**src/rtl/handshake_packer.sv**
```systemverilog
// handshake_packer: gathers RATIO narrow beats of A bits into one wide word.
// Both sides use a valid/ready handshake. The output side is a single
// registered word with a full flag.
// Optional early close with a keep mask: define HANDSHAKE_PACKER_LAST_EN.
// That adds the last_i and keep_o ports. Without it, every word carries
// exactly RATIO beats.
module handshake_packer #(
    parameter int A     = 3,
    parameter int RATIO = 4
) (
    input  logic                 clk,
    input  logic                 rst_n,
    input  logic                 valid_i,
    output logic                 ready_o,
    input  logic [A-1:0]         din,
`ifdef HANDSHAKE_PACKER_LAST_EN
    input  logic                 last_i,
    output logic [RATIO-1:0]     keep_o,
`endif
    output logic                 valid_o,
    input  logic                 ready_i,
    output logic [A*RATIO-1:0]   dout
);

    localparam int W  = A * RATIO;
    localparam int CW = (RATIO > 1) ? $clog2(RATIO) : 1;

    logic [W-1:0]  acc;
    logic [CW-1:0] cnt;
    logic          full;
    logic          accept;
    logic          out_xfer;
    logic          at_last_lane;
    logic          complete;
    logic [W-1:0]  merged;
`ifdef HANDSHAKE_PACKER_LAST_EN
    logic [RATIO-1:0] keep_next;
`endif

    // Accept depends only on the registered full flag and downstream ready,
    // so there is no combinational path from valid_i to ready_o.
    assign ready_o      = ~full | ready_i;
    assign valid_o      = full;
    assign accept       = valid_i & ready_o;
    assign out_xfer     = full & ready_i;
    assign at_last_lane = (cnt == CW'(RATIO - 1));

`ifdef HANDSHAKE_PACKER_LAST_EN
    assign complete = accept & (at_last_lane | last_i);
`else
    assign complete = accept & at_last_lane;
`endif

    // Word to load on completion: lanes below cnt come from acc, and the
    // current beat goes into lane cnt. Lanes above cnt are zeroed
    // explicitly, so a short word never carries stale data.
    always_comb begin
        merged = '0;
        for (int i = 0; i < RATIO; i++) begin
            if (CW'(i) < cnt) begin
                merged[i*A +: A] = acc[i*A +: A];
            end else if (CW'(i) == cnt) begin
                merged[i*A +: A] = din;
            end
        end
    end

`ifdef HANDSHAKE_PACKER_LAST_EN
    // Keep mask for the word being closed: ones in lanes 0..cnt.
    always_comb begin
        keep_next = '0;
        for (int i = 0; i < RATIO; i++) begin
            keep_next[i] = (CW'(i) <= cnt);
        end
    end
`endif

    // Accumulator, lane counter and output register. A completing beat
    // reloads the output in the same cycle the previous word leaves, so
    // full stays high with no bubble.
    always_ff @(posedge clk) begin
        if (rst_n) begin
            acc    <= '0;
            cnt    <= '0;
            full   <= 1'b0;
            dout   <= '0;
`ifdef HANDSHAKE_PACKER_LAST_EN
            keep_o <= '0;
`endif
        end else begin
            if (complete) begin
                dout   <= merged;
`ifdef HANDSHAKE_PACKER_LAST_EN
                keep_o <= keep_next;
`endif
                full   <= 1'b1;
                cnt    <= '0;
                acc    <= '0;
            end else begin
                if (accept) begin
                    acc[cnt*A +: A] <= din;
                    cnt             <= cnt + CW'(1);
                end
                if (out_xfer) begin
                    full <= 1'b0;
                end
            end
        end
    end

endmodule
```
**config.mk**
```make
export PLATFORM = sky130hd
export DESIGN_NAME = handshake_packer
export DESIGN_NICKNAME = d
export VERILOG_FILES = /design/src/rtl/handshake_packer.sv
export SDC_FILE = /design/constraint.sdc
export NUM_CORES = 1
export LEC_CHECK = 0
export ABC_AREA = 1
export CAP_MARGIN = 5
export CORE_UTILIZATION = 35
export CTS_CLUSTER_SIZE = 12
export DETAILED_ROUTE_END_ITERATION = 8
export PLACE_DENSITY_LB_ADDON = 0.1
export SKIP_LAST_GASP = 1
export SLEW_MARGIN = 30
export SYNTH_ARGS = -nofsm -noshare
export SYNTH_HDL_FRONTEND = slang
export SYNTH_SLANG_ARGS = --single-unit
```
**constraint.sdc**
```tcl
create_clock -name clk -period 2.7 [get_ports clk]
set_input_delay 0.405 -clock clk [delete_from_list [all_inputs] [get_ports clk]]
set_output_delay 0.405 -clock clk [all_outputs]
set_load 0.01 [all_outputs]
```
==> impl_summary.txt <==
----------------------------------------------------
[Run status]
  Run status ... finished, final reports clean

[Pwr]
  Internal Power ... approximately 550 uW
  Net switching power of the design ... 181 uW
  Power share of the sequential group ... 0.508
  Static Leak ... roughly 0.73 nW
  Cell area power density ... just under 500 nW/um^2
  Clock share of power ... 0.356
  Total power after layout ... approximately 730 uW
  Fraction of power consumed by combinational cells ... 0.136
  Switching share of total power ... 0.246
  Worst IR Drop VDD ... roughly 0.28 mV

[Finish]
  Area overhead of the layout relative to synthesis ... 23.8%
  Antenna diode count ... 0
  Most frequent cells in the layout ... 52 x sky130_fd_sc_hd__nand2_1, 35 x sky130_fd_sc_hd__nor2_1, 26 x sky130_fd_sc_hd__inv_1, 24 x sky130_fd_sc_hd__dfxtp_1, 20 x sky130_fd_sc_hd__clkdlybuf4s50_1
  Layout Utilization ... 0.472
  Number of standard cells in the layout, taps in and fillers out ... around 250
  Net count of the finished layout ... roughly 220
  Most frequent standard cell in the layout excluding fill and tap cells ... sky130_fd_sc_hd__nand2_1
  Share of layout cells above drive strength 1 ... 0.0531

[Worst setup path]
  Most used cell, CP ... sky130_fd_sc_hd__clkdlybuf4s50_1
  Cell-by-cell listing of the critical path ... clkdlybuf4s50_1 -> inv_1 -> nand2_2 -> clkdlybuf4s50_1
  CP endpoint kind ... primary output
  Slowest cell on the critical path ... sky130_fd_sc_hd__clkdlybuf4s50_1
  Crit-path max FO ... 7
  CP required ... approximately 2.3 ns
  Register-to-register path setup slack ... about 1.2 ns
  Startpoint type of the worst setup path ... primary input
  Critical Setup Path Class ... primary input to primary output
  Data arrival time of the critical path ... 1.60 ns
  Largest incremental delay on the critical path ... between 0.5 and 0.6 ns

[Synth]
  Mapped Cells ... approximately 190
  Leading cell types by total area after synthesis ... sky130_fd_sc_hd__dfxtp_1 40%, sky130_fd_sc_hd__nand2_1 16%, sky130_fd_sc_hd__nor2_1 11%
  Main combinational cell family by area after synthesis ... simple AND/OR/NAND/NOR gates
  Number of nets produced by synthesis ... between 150 and 200
  Most area-hungry cell type in the Yosys netlist ... sky130_fd_sc_hd__dfxtp_1
  XOR/XNOR Fraction of Synth Area ... 0
  Sequential-to-total area share from yosys stat ... 0.397
  Area of the mapped netlist ... roughly 1200 sq um
  Top-area cell type share of the netlist area ... 0.397
  Fraction of synthesized area in multiplexers ... 0
  Post-Syn Area per Cell ... between 6 and 7 sq um
  Post-Synth Simple-Gate Area ... 0.350
  Post-synthesis compound-gate area fraction ... 0.0816
  Synth Warn # ... 0
  Synthesized flop and latch total ... 24
  Adder-cell share of the synthesized area ... 0.0620
  Number of distinct library cells after synthesis ... 17

[Job]
  Number of violations of the max-capacitance limit ... 0

[Clock tree]
  Total clock sinks ... 24
  Clock slew at reported path FFs ... 0.13 ns
  Insertion delay to the later sink of the worst-skew pair ... a little over 0.3 ns
  Number of resized instances in the post-cts repair step ... 0
  Bufs on Longest Clock Path ... 2
  CTS tree ... yes
  Number of buffers inserted for hold repair after clock tree synthesis ... 0
  Clock buffers created by TritonCTS ... 3
  Number of setup buffers added after CTS ... 0
  Root buffer cell ... sky130_fd_sc_hd__clkbuf_4
  CTS H-tree lvls ... 1

[GRT]
  Most Crowded Layer GR ... met2
  Pin count of the biggest net entering global routing ... 23
  Number of antenna violations at the first check in global routing ... 0
  Vias in the first global route ... 936
  Global Route met3 Usage ... 0.0384
  Global-route wire length before repair ... ~4300 um
  Met1 usage ... 0.222
  Met2 usage in global routing ... 0.240
  Total overflow reported by the global router ... 0
  Overall fraction of global-route tracks in use ... 0.157

[Timing]
  Minimum clock period ... ~2.0 ns
  Max-slew violations ... 0
  Post-route fraction of the period consumed by the critical path ... 0.742
  Max Clock Skew ... between 0.0006 and 0.0007 ns
  Final hold vios ... 0
  Unrepaired setup endpoints after global routing ... no
  Slew at the pin closest to its max-slew limit ... between 0.3 and 0.4 ns
  Final hold slack ... approximately 0.47 ns
  Highest attainable clock frequency ... roughly 500 MHz
  Setup Viol. Count Final ... 0
  Final total negative setup slack ... 0 ns
  Max transition margin ... 0.753

[Route]
  Routed wire length ... 2460 um
  Avg Vias per Cell ... ~4.5
  Post-route ant nets ... 0
  DRT iter0 DRCs ... between 60 and 70
  Average wire per standard cell ... around 9.8 um
  Vias ... about 1100
  Pre-Repair DR Iteration Count ... 4
  Post-route DRC violation count ... 0

[Floorplanning]
  Chip height ... ~61 um
  I/O pin count ... 21
  Core area ... 3180 sq um
  Full die area ... ~3700 sq um
  Row count ... 20
  Initial Utilization ... 0.381
  Width of the die ... around 61 um

[Place]
  Number of placed cells counting well taps ... between 200 and 250
  Dpl hpwl ... approximately 1900 um
  Last weighted congestion value of the routability-driven placer ... 0.844
  Port Buffer Count ... 20

[Worst hold path]
  Worst hold path class ... register to register

----------------------------------------------------
[worst paths after layout]
kind                start  endpoint  cells past startpoint
setup / recovery  ready_i   ready_o                      4
setup reg to reg   cnt[1]    acc[3]                      6
hold reg to reg   dout[9]   dout[9]                      2
hold / removal    dout[9]   dout[9]                      2
[layer usage]
layer / share of wire / up-vias
met3: 0.032 / 2
met5: 0 / -
met2: 0.44 / 24
met1: 0.53 / 484
met4: 0.0061 / 0
li1: - / 607
[cells in the mapped netlist (all sizes together)]
| library cell | instances |
|---|---|
| nor3 | 2 |
| nand3 | 14 |
| nand2 | 54 |
| o21ai | 9 |
| buf | 3 |
| ha | 6 |
| clkbuf | 1 |
| dfxtp | 24 |
| a21oi | 10 |
| inv | 28 |
| nor2 | 35 |
[worst max-delay path, delay by kind of cell]
family	cells	cell delay (ns)
buffers and inverters	3	1.06
and+or+nand+nor	1	0.12
[stage by stage]
step	area (sq um)	setup WS [ns]
floorplan	1210	1.41
global placement	1450	0.704
detailed placement	1450	0.694
CTS	1500	0.687
global route	1500	0.650
finish	1500	0.697
[registers in the layout (all words and copies together), names as in the netlist]
name / flops
dout: 12
acc: 9
valid_o: 1
cnt: 2
[final cells by class]
| cell class | instances | area (sq um) |
|---|---|---|
| Clock buffer | 3 | 22.5 |
| Clock inverter | 1 | 30.0 |
| Fill cell | 342 | 1680 |
| Inverter | 28 | 105 |
| Multi-Input combinational cell | 130 | 598 |
| Sequential cell | 24 | 480 |
| Tap cell | 44 | 55.1 |
| Timing Repair Buffer | 21 | 208 |
[power by group through the flow]
stage	clock, mW	sequential (mW)	combinational (mW)
after floorplan	0	0.381	0.0656
after global placement	0	0.381	0.0993
after detailed placement	0	0.381	0.0997
after CTS	0.272	0.373	0.100
after global routing	0.281	0.375	0.115
final	0.261	0.373	0.100
[logic make-up after synthesis]
logic type,after synthesis
adder cells (fa/ha/maj),6
buffers and inverters,32
AO/OA/AOI/OAI,19
flip-flops,24
AND/OR/NAND/NOR,105
No activity file was read; power rests on OpenSTA's default activity.
